===== config.mk =====
export PLATFORM = sky130hd
export DESIGN_NAME = fmap_stream_src
export DESIGN_NICKNAME = d
export VERILOG_FILES = /design/src/rtl/pool_stream_pkg.sv /design/src/rtl/rd_lat_pipe.sv /design/src/rtl/fmap_stream_src.sv
export SDC_FILE = /design/constraint.sdc
export NUM_CORES = 1
export LEC_CHECK = 0
export BUFFER_PORTS_ARGS = -buffer_cell sky130_fd_sc_hd__buf_2
export CAP_MARGIN = 20
export CORE_ASPECT_RATIO = 0.5
export CORE_MARGIN = 1.5
export CORE_UTILIZATION = 50
export CTS_BUF_LIST = sky130_fd_sc_hd__clkbuf_4
export DETAILED_ROUTE_END_ITERATION = 10
export PLACE_DENSITY = 0.76
export SLEW_MARGIN = 20
export SYNTH_ARGS = -nofsm -noshare
export SYNTH_HDL_FRONTEND = slang
export SYNTH_HIERARCHICAL = 1
export SYNTH_SLANG_ARGS = --single-unit

===== constraint.sdc =====
create_clock -name clk -period 3.9 [get_ports clk]
set_input_delay 0.195 -clock clk [delete_from_list [all_inputs] [get_ports clk]]
set_output_delay 0.195 -clock clk [all_outputs]
set_load 0.01 [all_outputs]

===== src/rtl/pool_stream_pkg.sv =====
// Shared types and sizes for the pooling input stream.
package pool_stream_pkg;

  localparam int unsigned PIN    = 8;
  localparam int unsigned LANE_W = 8;
  localparam int unsigned DATA_W = PIN * LANE_W;

  // One stream beat: PIN channel lanes of LANE_W bits, lane i at [8i+7:8i]
  typedef logic [DATA_W-1:0] beat_t;

  typedef enum logic [2:0] {
    IDLE  = 3'd0,
    ISSUE = 3'd1,
    GAP   = 3'd2,
    DRAIN = 3'd3,
    DONE  = 3'd4
  } state_t;

endpackage


===== src/rtl/rd_lat_pipe.sv =====
// Valid delay line matching the memory read latency, plus the output beat register.
module rd_lat_pipe
  import pool_stream_pkg::*;
#(
  parameter int unsigned RD_LAT = 1
) (
  input  logic              clk,
  input  logic              rst,
  input  logic              en,
  input  logic [DATA_W-1:0] rd_data,
  output logic [DATA_W-1:0] data,
  output logic              valid,
  output logic              inflight_c
);

  logic [RD_LAT-1:0] vpipe;
  logic [RD_LAT-1:0] vnext;

  // Next value of the valid shift register (stage 0 takes the read strobe)
  generate
    if (RD_LAT == 1) begin : g_one
      assign vnext = en;
    end else begin : g_many
      assign vnext = {vpipe[RD_LAT-2:0], en};
    end
  endgenerate

  // Any read still travelling through the memory pipeline
  assign inflight_c = |vpipe;

  // Shift valid bits; capture read data when the oldest read arrives
  always_ff @(posedge clk or posedge rst) begin
    if (rst) begin
      vpipe <= '0;
      data  <= '0;
      valid <= 1'b0;
    end else begin
      vpipe <= vnext;
      valid <= vpipe[RD_LAT-1];
      if (vpipe[RD_LAT-1]) begin
        data <= rd_data;
      end
    end
  end

endmodule


===== src/rtl/fmap_stream_src.sv =====
// Reads a stored feature map and streams it in raster order, one channel group per beat.
module fmap_stream_src
  import pool_stream_pkg::*;
#(
  parameter int unsigned ADDR_W = 16,
  parameter int unsigned RD_LAT = 1
) (
  input  logic              clk,
  input  logic              rst,
  input  logic              start,
  input  logic [15:0]       img_width,
  input  logic [15:0]       img_height,
  input  logic [15:0]       channels,
  input  logic [ADDR_W-1:0] base_addr,
  input  logic [7:0]        pixel_gap,
  output logic [ADDR_W-1:0] mem_addr,
  output logic              mem_rd_en,
  input  logic [DATA_W-1:0] mem_rd_data,
  output logic [DATA_W-1:0] data_out,
  output logic              valid_out,
  output logic              busy,
  output logic              done
);

  localparam int unsigned CNT_W = 16;
  localparam int unsigned GAP_W = 8;

  state_t            state;
  logic [CNT_W-1:0]  width_r, height_r, groups_r;
  logic [GAP_W-1:0]  gap_r, gap_cnt;
  logic [CNT_W-1:0]  grp_cnt, col_cnt, row_cnt;
  logic [ADDR_W-1:0] addr_cnt;
  logic              last_grp, last_col, last_row;
  logic              inflight_c;

  assign last_grp = (grp_cnt == groups_r - CNT_W'(1));
  assign last_col = (col_cnt == width_r - CNT_W'(1));
  assign last_row = (row_cnt == height_r - CNT_W'(1));

  // Frame sequencer: configuration capture, raster counters and read issue
  always_ff @(posedge clk or posedge rst) begin
    if (rst) begin
      state     <= IDLE;
      width_r   <= '0;
      height_r  <= '0;
      groups_r  <= '0;
      gap_r     <= '0;
      gap_cnt   <= '0;
      grp_cnt   <= '0;
      col_cnt   <= '0;
      row_cnt   <= '0;
      addr_cnt  <= '0;
      mem_addr  <= '0;
      mem_rd_en <= 1'b0;
      busy      <= 1'b0;
      done      <= 1'b0;
    end else begin
      mem_rd_en <= 1'b0;
      done      <= 1'b0;
      case (state)
        IDLE: begin
          if (start) begin
            width_r  <= img_width;
            height_r <= img_height;
            groups_r <= channels >> 3;
            gap_r    <= pixel_gap;
            gap_cnt  <= '0;
            grp_cnt  <= '0;
            col_cnt  <= '0;
            row_cnt  <= '0;
            addr_cnt <= base_addr;
            busy     <= 1'b1;
            if (img_width == '0 || img_height == '0 || (channels >> 3) == '0) begin
              state <= DONE;
              done  <= 1'b1;
            end else begin
              state <= ISSUE;
            end
          end
        end
        ISSUE: begin
          mem_rd_en <= 1'b1;
          mem_addr  <= addr_cnt;
          addr_cnt  <= addr_cnt + ADDR_W'(1);
          if (last_grp) begin
            grp_cnt <= '0;
            if (last_col) begin
              col_cnt <= '0;
              row_cnt <= row_cnt + CNT_W'(1);
            end else begin
              col_cnt <= col_cnt + CNT_W'(1);
            end
            if (last_col && last_row) begin
              state <= DRAIN;
            end else if (gap_r != '0) begin
              gap_cnt <= '0;
              state   <= GAP;
            end
          end else begin
            grp_cnt <= grp_cnt + CNT_W'(1);
          end
        end
        GAP: begin
          if (gap_cnt == gap_r - GAP_W'(1)) begin
            state <= ISSUE;
          end else begin
            gap_cnt <= gap_cnt + GAP_W'(1);
          end
        end
        DRAIN: begin
          // Last read has left the strobe and the latency pipe: final beat is on the output now
          if (!mem_rd_en && !inflight_c) begin
            state <= DONE;
            done  <= 1'b1;
          end
        end
        DONE: begin
          busy  <= 1'b0;
          state <= IDLE;
        end
        default: state <= IDLE;
      endcase
    end
  end

  rd_lat_pipe #(
    .RD_LAT(RD_LAT)
  ) u_pipe (
    .clk       (clk),
    .rst       (rst),
    .en        (mem_rd_en),
    .rd_data   (mem_rd_data),
    .data      (data_out),
    .valid     (valid_out),
    .inflight_c(inflight_c)
  );

endmodule


======== Word-level counts from Yosys, hierarchy flattened ========
Index checks and enable logic that the tools add are counted.
Widths: inputs -> output; s select.
word-level totals
  logic and storage cells ................. 96
  input bits .............................. 139
  register bits ........................... 213
  output and inout bits ................... 84
operators by class
  reductions and logical operators ........ 21
  eq/ne operators ......................... 17
  add/sub/neg operators ................... 9
  muxes and demuxes ....................... 32
operators by type and width
  kind                   number
  $pmux 16 s2            4
  $mux 16                7
  $add 16x1->16 const B  4
  $eq 16x16->1           3
  $logic_not 16->1       3
  $mux 8                 5
  $sub 16x1->16 const B  2
  $pmux 8 s3             1
  $mux 3                 7
  $ne 2x2->1 const B     8
  $sub 13x1->14 const B  1
  $pmux 3 s4             1
  $add 8x1->8 const B    1
  $eq 8x8->1             1
  $reduce_bool 8->1      1
  $sub 8x1->8 const B    1
  $eq 3x2->1 const B     2
  $reduce_and 2->1       3
  $reduce_and 6->1       1
  $mux 1                 5
  $reduce_and 5->1       1
  $pmux 1 s2             2
  $reduce_and 4->1       1
  $reduce_bool 2->1      2
  other kinds (9)        12

======== Logic depth before layout (Yosys ltp) ========
Gate-level depths: netlist (run 1).
  depth in word-level cells ............... 6
  depth in mapped cells ................... 12
  depth with buffers taken out ............ 10

======== Modules after synthesis ========
The synthesis (run 1) kept the hierarchy.
by module, submodules not included
  module           cells an instance  area an instance (µm²)  sequential area each (µm²)  instances
  fmap_stream_src  1,033              8,600.7                 3,678.5                     1
  rd_lat_pipe      138                2,732.6                 1,651.6                     1

======== Least setup slack after synthesis (run 1) ========
Ideal clock, no wire load.
  kind .................................... reg2reg
  start point ............................. reg groups_r[0]
  end point ............................... reg row_cnt[8]
  data required time ...................... 3.822 ns
  clock period less this slack ............ 3.596 ns
  stages on the path, launching flop included .. 12
  arrival ................................. 3.518 ns
  setup slack ............................. 0.304 ns
  path through ............................ dfrtp_1 inv_1 ha_1 or4b_2 nor3b_1 xnor2_1 nand4b_1 or4b_2 buf_2 a21o_4 or4_1 a21oi_1
between the ends
  word-level cells in the longest chain between the ends .. 4
ends and longest elaborated chain
  element                     RTL line               RTL
  start, declared             fmap_stream_src.sv:29  logic [CNT_W-1:0] width_r, height_r, groups_r;
  start signal, assigned      fmap_stream_src.sv:65  groups_r <= channels >> 3;
  $sub 13x1->14               fmap_stream_src.sv:36  assign last_grp = (grp_cnt == groups_r - CNT_W'(1));
  $eq 16x16->1                fmap_stream_src.sv:36
  $ne 2x2->1 (no line)        -
  $reduce_and 4->1 (no line)  -
  end signal, assigned        fmap_stream_src.sv:89  row_cnt <= row_cnt + CNT_W'(1);
  end, declared               fmap_stream_src.sv:31  logic [CNT_W-1:0] grp_cnt, col_cnt, row_cnt;
Every way passes these cells.
A chain may end at the register's enable or synchronous reset.

======== Final worst setup path (run 1) ========
Same ends and word-level chain as after synthesis.

==> qor.yml, run 1 <==
detailed_routing:
  first_pass_iters: 5
  drcViolationCount: 0
  vias_per_cell: 5.64
  routedWlPerCell_um: 17.9
  drtAntennaViolNets: 0
  wl_um: 33700
  num_vias: 10594
  drt-initial-drc-count: 870
worst_setup_path:
  reg2regPathDepth: 11
  worstPathMaxFanout: 8
  critPathLaunchType: "register"
  r2r_slack_ns: 0.19
  critPathRequiredTime_ns: 4.47
  crit_type: "register to register"
  rr_endpoint: "row_cnt[8]$_DFFE_PP0P_"
  worst_ep_arrival_time_ns: 4.29
  end_kind: "register"
  rr_startpoint: "groups_r[0]$_DFFE_PP0P_"
global_routing:
  grt_overflow: 0
  grt_pass1_wl_um: 53200
  grt_usage_pct: 28.2
  grt_max_degree: 85
  antenna_found_initial: 1
  grt_pass1_vias: 10506
timing:
  hold_ws_ns: 0.138
  report.final.slew_viol_count: 0
  fin_crit_sh_pct: 95.2
  grt_setup_unrepaired: "false"
  hold_viol_final: 0
  finClkSkew_ns: 0.0245
  worst_pin_slew_ns: 0.839
  fmax_mhz: 269
  setup_tns_ns: 0
  layout_min_cycle_time_ns: 3.71
  finalSetupViolations: 0
  max-slew-margin-rel_pct: 44.1
place:
  dpl_cell_area_mm2: 0.0127
  port_buffers: 219
  hpwl_um: 20900
  gp_congestion: 0.926
  dp.cells: 1658
synth:
  synthDistinctLibCells: 71
  avgSynthCellArea_um2: 9.68
  syn_nets: 1320
  yosysMostFrequentCell: "nand2_1"
  synth_top_cell_area_share_pct: 47.0
  synth_top_area_cell: "dfrtp_1"
  synthTopCellsByArea: "dfrtp_1, nand2_1, mux2_4"
  ys_warn_count: 6
  yosys-top-cells-count: "nand2_1, dfrtp_1, o21ai_0"
  syn_area_mm2: 0.0113
  synth_seq_cells: 213
  ys.flop_type: "dfrtp_1"
  synth_edf_count: 0
  synth-seq-area-share_pct: 47.0
  syn_inst: 1171
  async_flop_share_pct: 100
floorplanning:
  dieArea_mm2: 0.0236
  die_w_um: 216
  ios: 223
  core_mm2: 0.0220
  start_util_pct: 51.6
  die_y_um: 109
  num_rows: 38
clock_network:
  htreeDepth: 2
  clock_path_buffers: 3
  clk_latency_ns: 0.67
  cts_made_buffers: 50
  cts_sinks: 213
  clk_pin_slew_ns: 0.07
  cts_tree: "done"
  post_cts_buffers: 0
  cts-root-buf: "clkbuf_4"
hold_path:
  hp-class: "input pin to asynchronous set/reset pin"
power_and_ir_drop:
  p_sw_mw: 4.51
  intPower_mw: 6.16
  share_comb_of_total_power_pct: 45.6
  pwr_density_cell_mw_per_mm2: 730
  p_clk_share_pct: 16.4
  power_frac_seq_pct: 38.0
  ir_drop_v: 0.000403
  leakage_nw: 6.82
  switching_share_pct: 42.3
final_layout:
  area_delta_synth_final_pct: 29.1
  stdcell_count: 1878
  fin_nets: 1694
  utilization_pct: 66.6
  drive_gt1_share_pct: 25.4
  fin_area_mm2: 0.0146
  n_fill_cell: 1662
outcome:
  status: "finished clean"
job:
  drv_cap: 0
[worst max-delay path by stage]
stage | depth (start not counted) | endpoint | startpoint
after global placement | 10 | row_cnt[8]$_DFFE_PP0P_ | groups_r[0]$_DFFE_PP0P_
after global routing | 10 | gap_cnt[5]$_DFFE_PP0P_ | height_r[0]$_DFFE_PP0P_
final | 11 | row_cnt[8]$_DFFE_PP0P_ | groups_r[0]$_DFFE_PP0P_
after CTS | 10 | gap_cnt[5]$_DFFE_PP0P_ | height_r[0]$_DFFE_PP0P_
after floorplan | 11 | row_cnt[8]$_DFFE_PP0P_ | groups_r[0]$_DFFE_PP0P_
after detailed placement | 10 | gap_cnt[5]$_DFFE_PP0P_ | height_r[0]$_DFFE_PP0P_
[routing by layer]
| metal | up-vias | global-route usage [%] | share of wire [%] |
|---|---|---|---|
| li1 | 4917 | - | - |
| met1 | 5132 | 35.3 | 43 |
| met2 | 446 | 48.3 | 47 |
| met3 | 99 | 5.89 | 6.4 |
| met4 | 0 | 11.7 | 3.5 |
| met5 | - | 0 | 0 |
[flip-flops by register name, summed over array words and instances, names as in the netlist]
name and count:
busy 1, gap_cnt 8, grp_cnt 16, height_r 16, mem_addr 16, width_r 16
u_pipe/inflight_c 1, done 1, gap_r 8, mem_rd_en 1, addr_cnt 16, u_pipe/data 64
groups_r 13, col_cnt 16, row_cnt 16, u_pipe/valid 1, state 3
[placed cells by master (no fill, tap or decap), types with 5 or more instances in the layout]
cell and count:
a211oi_1 10, a21oi_1 39, a31o_2 6, a31oi_1 8
and2_1 8, and3_1 22, buf_2 219, buf_4 17
clkbuf_4 71, clkinv_1 11, dfrtp_1 212, dlygate4sd3_1 135
ha_1 10, inv_1 29, mux2_4 60, mux2i_1 7
nand2_1 252, nand2b_1 11, nand3_1 30, nand4_1 19
nor2_1 64, nor3_1 26, nor3b_1 7, nor4_1 26
o211ai_1 5, o21ai_0 67, o22ai_1 8, o31a_1 5
o31ai_1 13, or3_1 16, or4_1 9, xnor2_1 49
xor2_1 28
[through the flow]
stage | total power, mW | setup WS (ns)
2_1_floorplan | 7.26 | 0.304
3_3_place_gp | 8.48 | 0.314
3_5_place_dp | 8.66 | 0.202
4_1_cts | 10.6 | 0.172
5_1_grt | 11.4 | 0.0244
6_report | 10.7 | 0.187
[layout make-up]
class	count	area (um2)	share of cell area, %
Antenna cell	1	2.50	0.0171
Clock buffer	71	533	3.64
Clock inverter	13	50.0	0.342
Inverter	31	120	0.821
Multi-Input combinational cell	876	5600	38.3
Sequential cell	213	5330	36.5
Tap cell	300	375	2.57
Timing Repair Buffer	373	2620	17.9
[kinds of logic (layout without fill, tap and decap cells)]
logic type	after synthesis	after routing	share of synthesized area, %
AO/OA/AOI/OAI	200	200	11.4
XOR/XNOR	77	77	5.95
adder cells (fa/ha/maj)	10	10	1.10
buffers and inverters	82	488	3.69
flip-flops	213	213	47.0
multiplexers	71	71	8.96
other	0	1	0
AND/OR/NAND/NOR	518	518	21.9
[critical path: stages (launching register included)]
cell      delay (ns)
dfrtp_1         0.45
inv_1           0.10
ha_1            0.16
or4b_2          0.61
buf_4           0.17
nor2_1          0.08
a221oi_1        0.09
nand4b_1        0.21
or4b_2          0.80
a21o_4          0.30
or4_1           0.51
a21oi_1         0.15
[power by group through the flow]
stage / logic, mW / clock network [mW] / registers, mW
after detailed placement: 4.63 / 0 / 4.03
after global placement: 4.51 / 0 / 3.97
final: 4.86 / 1.75 / 4.06
after CTS: 4.76 / 1.79 / 4.00
after floorplan: 3.31 / 0 / 3.95
after global routing: 5.33 / 1.91 / 4.17
[what timing repair did]
item,CTS,global route
hold buffers,135,0
setup endpoints to repair,0,8
resized for setup,0,1
hold endpoints to repair,190,0
Note: power is estimated with default switching activity, not from simulation.
==> run 2, diff against run 1 <==
==> constraint.sdc (replaced) <==
create_clock -name clk -period 3.9 [get_ports clk]
set_input_delay 0.39 -clock clk [delete_from_list [all_inputs] [get_ports clk]]
set_output_delay 0.39 -clock clk [all_outputs]
set_load 0.01 [all_outputs]
==> run 2 against run 1 <==
Sequential share of layout area hardly changed. Clock skew up 0.024 ns. Wire length fell by 0.56%. Largest power group unchanged. Global-route usage is 0.20 points higher. Sequential cell count unchanged. Critical path type unchanged. Count of clock-buffer cells in the layout fell by 9. Power about the same. Non-clock buffer count is 2 higher. Final cell count decreased by 0.21%. Combinational power increased by 0.8%. Sequential power hardly changed.
==> qor.yml, run 2 (same netlist as run 1, synthesis figures left out) <==
timing:
  layout_min_cycle_time_ns: 3.67  # -0.0394 ns
  fmax_mhz: 272  # +1.1%
  report.final.slew_viol_count: 0  # unchanged
  setup_tns_ns: 0  # unchanged
  max-slew-margin-rel_pct: 43.7  # -0.37 points
  grt_setup_unrepaired: "false"
  hold_ws_ns: 0.441  # +0.303 ns
  finalSetupViolations: 0  # unchanged
  hold_viol_final: 0  # unchanged
  fin_crit_sh_pct: 94.2  # -1.0 points
  finClkSkew_ns: 0.0486  # +0.0241 ns
  worst_pin_slew_ns: 0.843  # +0.00428 ns
final_layout:
  area_delta_synth_final_pct: 29.0  # about the same
  n_fill_cell: 1671  # +0.54%
  layout_common_cells: "nand2_1, buf_2, dfrtp_1"
  fin_nets: 1696  # +0.12%
  final_common_cell: "nand2_1"
  drive_gt1_share_pct: 25.2  # -0.25 points
  largest_reg_flops: 64  # unchanged
  top_register: "u_pipe/data"
global_routing:
  antenna_found_initial: 1  # unchanged
  grt_pass1_wl_um: 53800  # +1.0%
  grt_pass1_vias: 10435  # -0.68%
  grt_usage_pct: 28.4  # +0.20 points
  grt_overflow: 0  # unchanged
  grt_max_degree: 114  # +34%
place:
  hpwl_um: 20900  # +0.20%
  port_buffers: 219  # unchanged
  gp_congestion: 0.942  # +1.7%
worst_setup_path:
  worstPathMaxFanout: 10  # +2
  critPathLaunchType: "register"
  reg2regPathDepth: 10  # -1
  critPathRequiredTime_ns: 4.45  # -0.02 ns
  crit_type: "register to register"
  cpPeakStageDelay_ns: 0.73  # -0.07 ns
  cp_slowest_cell: "or4b_2"
  crit_chain: "inv_1 > ha_1 > or4b_2 > a2111o_1 > a21oi_1 > o22ai_1 > or4_1 > nor3_1 > o21ai_0 > or3_1"
  end_kind: "register"
  worst_ep_arrival_time_ns: 4.22  # -0.07 ns
clock_network:
  cts-root-buf: "clkbuf_4"
  cts_sinks: 213  # unchanged
  cts_tree: "done"
  clk_pin_slew_ns: 0.08  # about the same
  clk_latency_ns: 0.67  # about the same
  clock_path_buffers: 3  # unchanged
  post_cts_buffers: 0  # unchanged
  htreeDepth: 2  # unchanged
  cts_made_buffers: 50  # unchanged
outcome:
  status: "finished clean"
detailed_routing:
  routedWlPerCell_um: 17.9  # -0.35%
  drtAntennaViolNets: 0  # unchanged
  wl_um: 33500  # -0.56%
  drcViolationCount: 0  # unchanged
  num_vias: 10646  # +0.49%
  vias_per_cell: 5.68  # +0.71%
  first_pass_iters: 7  # +2
  drt-initial-drc-count: 821  # -5.6%
power_and_ir_drop:
  ir_drop_v: 0.000427  # +5.9%
  leakage_nw: 6.80  # -0.24%
  pwr_density_cell_mw_per_mm2: 730  # about the same
floorplanning:
  ios: 223  # unchanged
  die_w_um: 216  # unchanged
  dieArea_mm2: 0.0236  # unchanged
  die_y_um: 109  # unchanged
  num_rows: 38  # unchanged
  core_mm2: 0.0220  # unchanged
  start_util_pct: 51.6  # unchanged
hold_path:
  hp-class: "input pin to asynchronous set/reset pin"
job:
  drv_cap: 0  # unchanged
run 2: cell types whose count changed in the layout (fill, tap and decap cells not counted):
cell	delta
clkinv_2	+1
clkinv_1	+2
nor4_1	-1
buf_4	+2
bufinv_16	+1
inv_2	-1
clkbuf_4	-9
nor4_2	+1
run 2: cell type report:
| cell class | instances | area, um2 | area share, % |
|---|---|---|---|
| Multi-Input combinational cell | 876 | 5600 | 38.3 |
| Sequential cell | 213 | 5330 | 36.5 |
| Timing Repair Buffer | 375 | 2630 | 18.0 |
| Clock buffer | 62 | 465 | 3.18 |
| Tap cell | 300 | 375 | 2.57 |
| Inverter | 31 | 120 | 0.822 |
| Clock inverter | 16 | 88.8 | 0.608 |
| Antenna cell | 1 | 2.50 | 0.0171 |
run 2: metal layers:
| metal | GRT usage, % | part of all wire [%] | up-vias |
|---|---|---|---|
| met5 | 0 | 0 | - |
| met4 | 10.9 | 3.2 | 0 |
| met1 | 36.3 | 42 | 5156 |
| met2 | 48.3 | 48 | 468 |
| met3 | 5.67 | 7.3 | 93 |
| li1 | - | - | 4929 |
run 2: power by group:
| group | switching (mW) | internal [mW] | total [mW] |
|---|---|---|---|
| registers | 0.973 | 3.09 | 4.06 |
| logic | 2.65 | 2.25 | 4.90 |
| clock network | 0.909 | 0.804 | 1.71 |
run 2: what timing repair did:
action / CTS / global route
hold endpoints to repair: 206 / 0
hold buffers: 135 / 0
endpoints found under the setup margin: 0 / 8
gates resized for setup: 0 / 2
run 2: stage by stage:
| step | total power, mW | instances | utilization [%] | setup WS [ns] | cell area [um2] |
|---|---|---|---|---|---|
| after floorplan | 7.26 | 1171 | - | 0.304 | 11300 |
| after global placement | 8.48 | 1660 | 57.8 | 0.318 | 12700 |
| after detailed placement | 8.68 | 1660 | 57.8 | 0.107 | 12700 |
| after CTS | 10.5 | 1873 | 66.5 | 0.100 | 14600 |
| after global routing | 11.4 | 1874 | 66.6 | 0.0463 | 14600 |
| final | 10.7 | 1874 | 66.6 | 0.226 | 14600 |
run 2: path summary, 6_finish.rpt:
| check | startpoint | to | slack [ns] |
|---|---|---|---|
| worst min register to register | mem_rd_en$_DFF_PP0_ | u_pipe/inflight_c$_DFF_PP0_ | 0.45 |
| worst max-delay path | height_r[0]$_DFFE_PP0P_ | state[0]$_DFFE_PP0P_ | 0.23 |
| min in group clk | mem_rd_en$_DFF_PP0_ | u_pipe/inflight_c$_DFF_PP0_ | 0.45 |
| worst min-delay path | rst | width_r[7]$_DFFE_PP0P_ | 0.44 |
| worst max register to register | height_r[0]$_DFFE_PP0P_ | state[0]$_DFFE_PP0P_ | 0.23 |
| max in group asynchronous | rst | row_cnt[0]$_DFFE_PP0P_ | 2.35 |
run 2: critical path, delay by kind of cell (launching register included):
kind | cells | cell delay, ns
AO/OA/AOI/OAI | 4 | 0.77
adder cells (fa/ha/maj) | 1 | 0.38
buffers and inverters | 1 | 0.12
flip-flops | 1 | 0.45
AND/OR/NAND/NOR | 4 | 1.84
